File: src/rtl/sound_pkg.sv
// Shared constants for the sound generator channels: register map, field
// positions and datapath widths.
package sound_pkg;
   localparam int PERIOD_W  = 11;
   localparam int PHASE_W   = 5;
   localparam int LEN_W     = 6;
   localparam int LEN_CNT_W = LEN_W + 1;

   localparam logic [1:0] REG_PERIOD_LO = 2'd0;
   localparam logic [1:0] REG_CTRL      = 2'd1;
   localparam logic [1:0] REG_LEN       = 2'd2;
   localparam logic [1:0] REG_SWEEP     = 2'd3;

   localparam int CTRL_TRIG_BIT   = 7;
   localparam int CTRL_LEN_EN_BIT = 6;
   localparam int CTRL_WAVE_LSB   = 3;
   localparam int CTRL_PHI_LSB    = 0;
   localparam int SWEEP_DIR_BIT   = 3;
   localparam int SWEEP_SHIFT_LSB = 0;
endpackage

File: src/rtl/tone_sweep_calc.sv
// Frequency sweep arithmetic: period +/- (period >> shift), flagging an
// upward sweep that leaves the period range.
module tone_sweep_calc
   import sound_pkg::*;
(
   input  logic [PERIOD_W-1:0] i_period,
   input  logic [2:0]          i_shift,
   input  logic                i_dir,
   output logic [PERIOD_W-1:0] o_next_period,
   output logic                o_overflow
);
   logic [PERIOD_W-1:0] w_delta;
   logic [PERIOD_W:0]   w_sum;

   assign w_delta = i_period >> i_shift;
   assign w_sum   = {1'b0, i_period} + {1'b0, w_delta};

   // Subtracting period>>shift from period can never go negative.
   always_comb begin
      o_next_period = w_sum[PERIOD_W-1:0];
      o_overflow    = w_sum[PERIOD_W];
      if (i_dir) begin
         o_next_period = i_period - w_delta;
         o_overflow    = 1'b0;
      end
   end
endmodule

File: src/rtl/tone_phase_gen.sv
// Tone channel: register file, period divider, 5-bit phase stepper, and
// frame-clocked length counter / sweep that gate the channel.
module tone_phase_gen
   import sound_pkg::*;
(
   input  logic               clk_in,
   input  logic               reset_n_in,
   input  logic               tick_in,
   input  logic               frame_tick_in,
   input  logic               reg_write_en_in,
   input  logic [1:0]         reg_addr_in,
   input  logic [7:0]         reg_data_in,
   output logic [PHASE_W-1:0] lut_addr_out,
   output logic [2:0]         wave_type_out,
   output logic               active_out,
   output logic               phase_wrap_out
);
   logic [PERIOD_W-1:0]  r_period;
   logic [PERIOD_W-1:0]  r_div_cnt;
   logic [LEN_CNT_W-1:0] r_len_cnt;
   logic                 r_len_en;
   logic                 r_sweep_dir;
   logic [2:0]           r_sweep_shift;

   logic                 w_wr_lo, w_wr_ctrl, w_wr_len, w_wr_sweep, w_trig;
   logic                 w_sweep_go, w_len_go, w_len_expire, w_ovf;
   logic [PERIOD_W-1:0]  w_wr_period, w_sweep_period;
   logic [LEN_CNT_W-1:0] w_len_after;

   assign w_wr_lo    = reg_write_en_in && (reg_addr_in == REG_PERIOD_LO);
   assign w_wr_ctrl  = reg_write_en_in && (reg_addr_in == REG_CTRL);
   assign w_wr_len   = reg_write_en_in && (reg_addr_in == REG_LEN);
   assign w_wr_sweep = reg_write_en_in && (reg_addr_in == REG_SWEEP);
   assign w_trig     = w_wr_ctrl && reg_data_in[CTRL_TRIG_BIT];

   assign w_sweep_go   = frame_tick_in && active_out && (r_sweep_shift != 3'd0);
   assign w_len_go     = frame_tick_in && active_out && r_len_en && (r_len_cnt != '0);
   assign w_len_expire = w_len_go && (r_len_cnt == LEN_CNT_W'(1));
   assign w_len_after  = w_len_go ? r_len_cnt - LEN_CNT_W'(1) : r_len_cnt;

   // Period as it stands after this cycle's register writes; a trigger
   // reloads the divider from this same-write value.
   always_comb begin
      w_wr_period = r_period;
      if (w_wr_lo)   w_wr_period[7:0] = reg_data_in;
      if (w_wr_ctrl) w_wr_period[PERIOD_W-1:8] = reg_data_in[CTRL_PHI_LSB +: 3];
   end

   tone_sweep_calc u_sweep (
      .i_period      (r_period),
      .i_shift       (r_sweep_shift),
      .i_dir         (r_sweep_dir),
      .o_next_period (w_sweep_period),
      .o_overflow    (w_ovf)
   );

   always_ff @(posedge clk_in or negedge reset_n_in) begin
      if (!reset_n_in) begin
         r_period       <= '0;
         r_div_cnt      <= '0;
         r_len_cnt      <= '0;
         r_len_en       <= 1'b0;
         r_sweep_dir    <= 1'b0;
         r_sweep_shift  <= '0;
         lut_addr_out   <= '0;
         wave_type_out  <= '0;
         active_out     <= 1'b0;
         phase_wrap_out <= 1'b0;
      end else begin
         phase_wrap_out <= 1'b0;

         if (w_wr_lo || w_wr_ctrl)      r_period <= w_wr_period;
         else if (w_sweep_go && !w_ovf) r_period <= w_sweep_period;

         if (w_wr_ctrl) begin
            r_len_en      <= reg_data_in[CTRL_LEN_EN_BIT];
            wave_type_out <= reg_data_in[CTRL_WAVE_LSB +: 3];
         end
         if (w_wr_sweep) begin
            r_sweep_dir   <= reg_data_in[SWEEP_DIR_BIT];
            r_sweep_shift <= reg_data_in[SWEEP_SHIFT_LSB +: 3];
         end

         if (w_wr_len)
            r_len_cnt <= LEN_CNT_W'(64) - {1'b0, reg_data_in[LEN_W-1:0]};
         else if (w_trig && (w_len_after == '0))
            r_len_cnt <= LEN_CNT_W'(64);
         else
            r_len_cnt <= w_len_after;

         if (w_trig)
            active_out <= 1'b1;
         else if (w_len_expire || (w_sweep_go && w_ovf))
            active_out <= 1'b0;

         // Trigger wins over a coincident tick: restart without stepping.
         if (w_trig) begin
            lut_addr_out <= '0;
            r_div_cnt    <= w_wr_period;
         end else if (tick_in && active_out) begin
            if (r_div_cnt == '0) begin
               r_div_cnt      <= r_period;
               lut_addr_out   <= lut_addr_out + PHASE_W'(1);
               phase_wrap_out <= (lut_addr_out == '1);
            end else begin
               r_div_cnt <= r_div_cnt - PERIOD_W'(1);
            end
         end
      end
   end
endmodule

File: config.mk
export PLATFORM = sky130hd
export DESIGN_NAME = tone_phase_gen
export DESIGN_NICKNAME = d
export VERILOG_FILES = /design/src/rtl/sound_pkg.sv /design/src/rtl/tone_sweep_calc.sv /design/src/rtl/tone_phase_gen.sv
export SDC_FILE = /design/constraint.sdc
export NUM_CORES = 1
export LEC_CHECK = 0
export ABC_CLOCK_PERIOD_IN_PS = 3800
export CAP_MARGIN = 20
export CORE_ASPECT_RATIO = 0.6
export CORE_MARGIN = 4
export CORE_UTILIZATION = 30
export CTS_BUF_LIST = sky130_fd_sc_hd__clkbuf_8
export CTS_CLUSTER_DIAMETER = 120
export DETAILED_ROUTE_END_ITERATION = 6
export PLACE_DENSITY_LB_ADDON = 0.12
export SYNTH_ARGS = -nofsm -noshare
export SYNTH_HDL_FRONTEND = slang
export SYNTH_SLANG_ARGS = --single-unit
export TNS_END_PERCENT = 100
File: constraint.sdc
create_clock -name clk_in -period 3.8 [get_ports clk_in]
set_input_delay 0.76 -clock clk_in [delete_from_list [all_inputs] [get_ports clk_in]]
set_output_delay 0.76 -clock clk_in [all_outputs]
set_load 0.01 [all_outputs]
## After elaboration in Yosys (flattened, before gate mapping)

Index checks and enable logic that the tools add are counted.

- Logic and storage cells: 69
- Flip-flop bits (word level): 44
- Output and inout port bits: 10
- Input bits: 15

- Reduce and logical (&&, ||, !) cells: 27
- Mux-type cells: 20
- Equality and inequality tests: 5
- Shift-type cells: 1
- Add/sub/neg operators: 6

Operators with widths:

| kind | count |
|---|---|
| $mux W11 | 6 |
| $mux W7 | 3 |
| $mux W5 | 3 |
| $logic_and A1 B1 Y1 | 14 |
| $add A11 B11 Y12 | 1 |
| $logic_not A11 Y1 | 1 |
| $shr A11 B3 Y11 | 1 |
| $sub A11 B1 Y11 const B | 1 |
| $sub A11 B11 Y11 | 1 |
| $mux W8 | 1 |
| $reduce_bool A2 Y1 | 4 |
| $eq A7 B1 Y1 const B | 1 |
| $logic_not A7 Y1 | 1 |
| $reduce_bool A7 Y1 | 1 |
| $sub A7 B1 Y7 const B | 1 |
| $sub A7 B6 Y7 const A | 1 |
| $mux W1 | 6 |
| $add A5 B1 Y5 const B | 1 |
| $eq A5 B5 Y1 const B | 1 |
| $eq A2 B2 Y1 const B | 2 |
| $mux W3 | 1 |
| $reduce_bool A3 Y1 | 1 |
| $eq A2 B1 Y1 const B | 1 |
| $logic_not A2 Y1 | 1 |
| 3 further kinds | 4 |

## Depth between registers and ports, before layout

Gate-level depths: netlist of run 1.

- Depth after elaboration: 8
- Depth in mapped cells: 16
- Depth with buffers taken out: 14

## Modules after synthesis

Synthesis of run 1 repeated with hierarchy kept, for this count alone.

- Cell total of the unflattened synthesis: 449
- Area total of the unflattened synthesis: 3831.2 µm²

Modules (own cells, without submodules):

| module | cells each | instances | area an instance (µm²) | sequential area each (µm²) |
|---|---|---|---|---|
| tone_phase_gen | 260 | 1 | 2466.1 | 1101.1 |
| tone_sweep_calc | 189 | 1 | 1365.1 | 0.0 |

## Worst setup path after synthesis of run 1

No wires, ideal clock.

- Kind: reg-to-reg
- Start point: register r_sweep_shift[1]
- End point: register r_period[5]
- Path buffers: 3
- Path slack: 0.380 ns
- Required time: 3.673 ns
- Stages on the path, launching flop included: 16
- Data arrival time: 3.293 ns
- Period minus slack after synthesis: 3.420 ns
- Library setup time: 0.127 ns
- Path through: dfrtp_1 -> clkbuf_1 -> buf_1 -> mux2i_1 -> nand2_1 -> o21ai_0 -> o22a_1 -> ha_1 -> clkbuf_1 -> or2_2 -> a31oi_1 -> o41ai_2 -> o211ai_2 -> nor2_1 -> a222oi_1 -> inv_1

- Longest elaborated chain between the ends: 6
- Elaborated cells between the ends (all ways): 12
- Those cells by class: 2 x add/sub; 1 x shift; 4 x mux; 5 x reduce/logical

Ends and longest elaborated chain:

| element | line | source |
|---|---|---|
| from (decl) | tone_phase_gen.sv:23 | `logic [2:0] r_sweep_shift;` |
| from (signal assigned) | tone_phase_gen.sv:81 | `r_sweep_shift <= reg_data_in[SWEEP_SHIFT_LSB +: 3];` |
| $shr A11 B3 Y11 | tone_sweep_calc.sv:15 | `assign w_delta = i_period >> i_shift;` |
| $add A11 B11 Y12 | tone_sweep_calc.sv:16 | `assign w_sum = {1'b0, i_period} + {1'b0, w_delta};` |
| $mux W1 | tone_sweep_calc.sv:22 | `if (i_dir) begin` |
| $logic_not A1 Y1 | tone_phase_gen.sv:73 | `else if (w_sweep_go && !w_ovf) r_period <= w_sweep_period;` |
| $logic_and A1 B1 Y1 | tone_phase_gen.sv:73 |  |
| $reduce_bool A2 Y1 (no line) | - |  |
| to (signal assigned) | tone_phase_gen.sv:72 | `if (w_wr_lo \|\| w_wr_ctrl) r_period <= w_wr_period;` |
| to (signal assigned) | tone_phase_gen.sv:73 |  |
| to (decl) | tone_phase_gen.sv:18 | `logic [PERIOD_W-1:0] r_period;` |

Several ways; a longest one is shown, not always the timed one. The select of a mux whose other input is x is not followed.
A chain may end at the register's enable or synchronous reset.

## Final worst setup path of run 1

- Start point: register r_sweep_shift[1]
- End point: register r_period[7]

The elaborated chain is that of the path after synthesis.

==> run metrics, run 1 <==
max-cap violations=0; Die Span Y=around 94 um; Final GP Congestion=between 0.9 and 1; Slew Viols, Final=0; Worst EP required=4.06 ns; DRT Pass-1 Iters=5; grt met1 use=approximately 30%; Worst Tran Pin Value=0.745 ns; Initial DRC Count=around 270; #FFs+latches synth=44; GR Util met3=roughly 3.4%; maximum achievable frequency=~0.29 GHz; top_reg_cell synth=dfrtp_1; Remaining DRCs=0; Mapped Area=between 0.003 and 0.004 mm2; Worst R2R Start=r_sweep_shift[1]$_DFFE_PN0P_; Die Wd=~150 um; crit start category=flop; syn_nets=around 480; fin crit period=approximately 3.5 ns; R2R cell count=12; IO Port Bufs=24; DR vias=between 3,000 and 4,000; final hold vios=0; crit path capture type=flop; Post-CTS Setup Repair Bufs=0; Mapped Cells=around 430; clock buffer depth=2; area of the die=between 0.01 and 0.015 mm2; status=finished clean; setup TNS=0 ns; WS Path Type=reg -> reg; leakage=approximately 0.0018 uW; WP data arrival=roughly 3.7 ns; CTS H-Tree Depth=2; HP Class=in -> async; hold_buf cts=0; Synth cell types=63; Avg Vias per Cell=approximately 5.4; max_slew headroom=between 40% and 50%; core area=approximately 0.012 mm2; CTS tree=done; antenna violations before repair=0; critical-path maximum fanout=13; vias in the first global route=3,039; routed len/inst=19.2 um; TritonCTS Sinks=44; number of synthesized flops with an enable pin=0; RSZ-0062 raised after global routing=no; first-pass GRT wire length=18,600 um; Final #Nets=508; clock root buffer=clkbuf_8; post-route ant nets=0; I/O pin count=25; site row count=31; final setup vio count=0; antenna diode count=0; DRT Wirelength=12,100 um; flop2flop setup slack=0.32 ns; Detailed Place HPWL=about 9400 um; syn avg cell area=around 8.5 um2; Clk Latency, worst-skew pair=about 0.31 ns; Final Hold Slack=between 0.2 and 0.3 ns; clock slew at reported path FFs=0.10 ns; reg2reg end=r_period[7]$_DFFE_PN0P_; pwr dens=roughly 800 mW/mm2; largest net degree at the start of global routing=45; worst vdd rail ir drop=approximately 280 uV; Tcrit/Tclk final=91.7%; GRT Total Usage=between 10% and 20%; Most Used Layer, Global Route=met1; total grt overflow=0; CTS buffer count=5; warnings from Yosys=0; register area share after synthesis=roughly 30%; fraction of layout cells with a size suffix above 1=11.4%; Resize count post-CTS=0; synthesis-to-layout area growth=16.3%; Initial Utilization=30.7%; total power=3490 uW; met2 Resource Use GR=between 20 and 25%; Synth async-reset ratio=100%; Setup Skew=between 0.01 and 0.015 ns
==> worst max-delay path, cell delays in order (launching register included) <==
cell and delay (ns):
dfrtp_2 0.54, mux2_2 0.38, o21ai_0 0.21, nand2_1 0.07, o21ai_0 0.13, inv_1 0.16
ha_1 0.22, o311a_1 0.38, o41ai_2 0.38, o211ai_2 0.28, a21oi_1 0.32, o22ai_1 0.13
o21ba_2 0.24
==> how the worst max path moves through the flow <==
stage,start,slack (ns),endpoint
2_1_floorplan,r_sweep_shift[1]$_DFFE_PN0P_,0.38,r_period[5]$_DFFE_PN0P_
3_3_place_gp,r_sweep_shift[1]$_DFFE_PN0P_,0.18,r_period[3]$_DFFE_PN0P_
3_5_place_dp,r_sweep_shift[1]$_DFFE_PN0P_,0.17,r_period[3]$_DFFE_PN0P_
4_1_cts,r_sweep_shift[1]$_DFFE_PN0P_,0.13,r_period[3]$_DFFE_PN0P_
5_1_grt,r_sweep_shift[1]$_DFFE_PN0P_,0.01,r_period[7]$_DFFE_PN0P_
6_report,r_sweep_shift[1]$_DFFE_PN0P_,0.32,r_period[7]$_DFFE_PN0P_
==> synth_stat cells, types with 3 or more instances <==
cell type / n / area, um2
a211oi_1: 5 / 37.5
o21a_1: 5 / 37.5
mux4_2: 3 / 67.6
nor3_1: 15 / 75.1
clkbuf_1: 16 / 60.1
a31oi_1: 5 / 31.3
nand2_1: 34 / 128
o211ai_1: 6 / 45.0
and3_1: 5 / 31.3
nand3_1: 11 / 55.1
o21ai_0: 32 / 160
nand2b_1: 12 / 75.1
or2_2: 3 / 18.8
xnor2_1: 16 / 140
nand3b_1: 3 / 22.5
dfrtp_1: 44 / 1100
mux2_2: 10 / 113
xor2_1: 8 / 70.1
inv_1: 25 / 93.8
ha_1: 28 / 350
nor2b_1: 4 / 25.0
a22oi_1: 4 / 30.0
nor2_1: 36 / 135
a21oi_1: 35 / 175
a21o_1: 3 / 22.5
mux2i_1: 8 / 80.1
or3_1: 5 / 31.3
nand4b_1: 3 / 26.3
o22ai_1: 7 / 43.8
==> cells in the final DEF (no fill, tap or decap), drive strengths merged, types with 10 or more instances in the layout <==
cell / count
ha: 28
dfrtp: 44
a21oi: 35
nand2: 34
nand3: 12
clkdlybuf4s50: 23
nor3: 16
o21ai: 32
buf: 17
xnor2: 16
nand2b: 12
nor2: 37
mux2: 10
inv: 25
==> sequential cells by signal (all words and copies together), names as in the netlist, 3 cells and up <==
name           count
r_period          11
r_div_cnt         11
wave_type_out      3
lut_addr_out       5
r_len_cnt          7
r_sweep_shift      3
==> logic make-up (layout without fill, tap and decap cells) <==
logic type               after synthesis  in the layout  synth area share [%]
AO/OA/AOI/OAI                        127            127                  22.2
XOR/XNOR                              24             24                  5.70
adder cells (fa/ha/maj)               30             30                  10.6
buffers and inverters                 43             74                  4.38
flip-flops                            44             44                  29.9
multiplexers                          21             21                  7.06
AND/OR/NAND/NOR                      144            144                  20.3
==> area by class of cell <==
| class | instances | area, um2 |
|---|---|---|
| Tap cell | 165 | 206 |
| Multi-Input combinational cell | 346 | 2430 |
| Clock inverter | 3 | 18.8 |
| Fill cell | 1275 | 7730 |
| Sequential cell | 44 | 1100 |
| Inverter | 26 | 97.6 |
| Clock buffer | 5 | 68.8 |
| Timing Repair Buffer | 40 | 368 |
==> per-layer routing <==
metal  share of wire (%)  vias to the layer above
met1                  55                     1647
met5                   0                        -
met2                  36                      113
li1                    -                     1623
met4                0.57                        0
met3                 8.0                        6
==> report_power, final <==
part | leakage, uW | internal [uW] | switching (uW)
sequential | 0.000533 | 626 | 269
combinational | 0.00123 | 971 | 1310
clock | 0.0000479 | 129 | 180
==> stage by stage <==
stage	worst slack, ns	util [%]	instance area, um2	std cells
floorplan	0.380	-	3690	433
global placement	0.179	34.7	4180	620
detailed placement	0.168	34.7	4180	620
CTS	0.133	35.5	4270	628
global route	0.0124	35.7	4290	629
finish	0.316	35.7	4290	629
Note: power is estimated with default switching activity, not from simulation.
==> inputs of run 2 (changes only) <==
--- a/config.mk
+++ b/config.mk
@@ -6,7 +6,6 @@
 export NUM_CORES = 1
 export LEC_CHECK = 0
 export ABC_CLOCK_PERIOD_IN_PS = 3800
-export CAP_MARGIN = 20
 export CORE_ASPECT_RATIO = 0.6
 export CORE_MARGIN = 4
 export CORE_UTILIZATION = 30
==> run metrics, run 2 (synthesis results as in run 1) <==
pwr dens=816 mW/mm2 (+0.39%); max_slew headroom=30.6% (-19 points); worst vdd rail ir drop=283 uV (-0.25%); largest net degree at the start of global routing=45 (unchanged); fraction of layout cells with a size suffix above 1=11.2% (-0.19 points); RSZ-0062 raised after global routing=no; area of the die=0.0142 mm2 (unchanged); crit start category=flop; core area=0.0120 mm2 (unchanged); CTS buffer count=5 (unchanged); maximum achievable frequency=0.287 GHz (about the same); Initial DRC Count=288 (+5.1%); clock root buffer=clkbuf_8; biggest regs=r_div_cnt x11, r_period x11, r_len_cnt x7; register area=0.00110 mm2 (unchanged); PnR worst setup slack=0.319 ns (+0.00252 ns); Post-DP Area=0.00418 mm2 (unchanged); Buf/Inv on CP=1 (unchanged); CP most frequent cell=o21ai_0; slowest CP cell=dfrtp_2; CTS tree=done; crit-path cells=mux2_2 -> o21ai_0 -> nand2_1 -> o21ai_0 -> inv_1 -> ha_1 -> o311a_1 -> o41ai_2 -> o211ai_2 -> a21oi_1 -> o22ai_1 -> o21ba_2; GRT Total Usage=17.3% (unchanged); CTS H-Tree Depth=2 (unchanged); layout filler cell count=1,275 (unchanged); final setup vio count=0 (unchanged); Avg Vias per Cell=5.43 (+0.72%); antenna violations before repair=0 (unchanged); WP data arrival=3.74 ns (about the same); Slew Viols, Final=0 (unchanged); HP Class=reg -> reg; Post-CTS Setup Repair Bufs=0 (unchanged); total grt overflow=0 (unchanged); routed len/inst=19.0 um (-0.89%); status=finished clean; post-route ant nets=0 (unchanged); site row count=31 (unchanged); fin area=0.00427 mm2 (-0.47%); TritonCTS Sinks=44 (unchanged); Initial Utilization=30.7% (unchanged); Final #Nets=507 (-0.20%); Setup Skew=0.0132 ns (-0.00131 ns); clock buffer depth=2 (unchanged); crit path capture type=flop; Clk Latency, worst-skew pair=0.31 ns (about the same); max incr delay on CP=0.54 ns (about the same); critical-path maximum fanout=13 (unchanged); area of the multi-input gates=0.00243 mm2 (unchanged); setup slack after placement=0.168 ns (unchanged); Die Wd=151 um (unchanged); post-route insts no fill=628 (-0.16%); DRT Wirelength=11,900 um (-1.0%); CP top delay family=compound AO/OA/AOI/OAI gates; placed insts=620 (unchanged); final hold vios=0 (unchanged); vias in the first global route=3,039 (unchanged); Tcrit/Tclk final=91.6% (about the same); I/O pin count=25 (unchanged); setup TNS=0 ns (unchanged); most frequent cells in the layout=43 x dfrtp_1, 35 x nor2_1, 35 x a21oi_1; DR vias=3,408 (+0.56%); Worst EP required=4.06 ns (about the same); Final GP Congestion=0.916 (unchanged); commonest non-fill, non-tap cell in the layout=dfrtp_1; leakage=0.00180 uW (-0.52%); Detailed Place HPWL=9390 um (unchanged); Remaining DRCs=0 (unchanged); Die Span Y=93.9 um (unchanged); DRT Pass-1 Iters=5 (unchanged); IO Port Bufs=24 (unchanged); WS Path Type=reg -> reg; synthesis-to-layout area growth=15.8%; clock slew at reported path FFs=0.10 ns (about the same); antenna diode count=0 (unchanged); first-pass GRT wire length=18,600 um (unchanged); fin crit period=3.48 ns (-0.00252 ns); total power=3480 uW (about the same); Worst Tran Pin Value=1.04 ns (+0.297 ns); max-cap violations=0 (unchanged)
## run 2: worst paths after layout
path,end,depth (start not counted),start,slack (ns)
setup / recovery,r_period[7]$_DFFE_PN0P_,12,r_sweep_shift[1]$_DFFE_PN0P_,0.32
hold / removal,r_len_en$_DFFE_PN0P_,1,r_len_en$_DFFE_PN0P_,0.51
setup reg to reg,r_period[7]$_DFFE_PN0P_,12,r_sweep_shift[1]$_DFFE_PN0P_,0.32
hold reg to reg,r_len_en$_DFFE_PN0P_,1,r_len_en$_DFFE_PN0P_,0.51
max in group asynchronous,r_sweep_shift[1]$_DFFE_PN0P_,1,reset_n_in,2.45
min in group asynchronous,r_len_cnt[5]$_DFF_PN0_,1,reset_n_in,0.63
## run 2: routing by layer
| metal | track usage (%) | part of all wire [%] | wire length (um) | up-vias |
|---|---|---|---|---|
| met5 | 0 | 0 | 0 | - |
| met4 | 2.19 | 0.55 | 66 | 0 |
| met3 | 3.42 | 7.6 | 910 | 6 |
| met2 | 21.4 | 36 | 4330 | 127 |
| met1 | 29.9 | 56 | 6640 | 1653 |
| li1 | - | - | - | 1622 |
## run 2: worst reg2reg max path, delay by kind of cell (launching register included)
kind	cells	cell delay, ns
muxes	1	0.38
adders and majority gates	1	0.22
DFF	1	0.54
AOI/OAI and AO/OA	8	2.08
buffers and inverters	1	0.16
and+or+nand+nor	1	0.07
## run 2: metrics by stage
stage	utilization, %	hold slack, ns
final	35.5	0.509
after floorplan	-	0.464
after global routing	35.5	0.549
after global placement	34.7	0.484
after detailed placement	34.7	0.492
after CTS	35.5	0.515
## run 2: area by class of cell
type                       count  area share [%]
clock inverter                 3           0.440
inverter                      26            2.29
tap                          165            4.84
multi-input combinational    346            56.9
timing repair buffer          39            8.15
sequential                    44            25.8
clock buffer                   5            1.61
## run 2: report_power, final
| part | switching (uW) | leakage (uW) | internal [uW] |
|---|---|---|---|
| Clock | 178 | 0.0000479 | 129 |
| Sequential | 270 | 0.000533 | 626 |
| Combinational | 1310 | 0.00122 | 969 |
## run 2: what timing repair did
action | 4_1_cts | 5_1_grt
endpoints found under the setup margin | 0 | 7
hold buffers | 0 | 0
gates resized for setup | 0 | 2
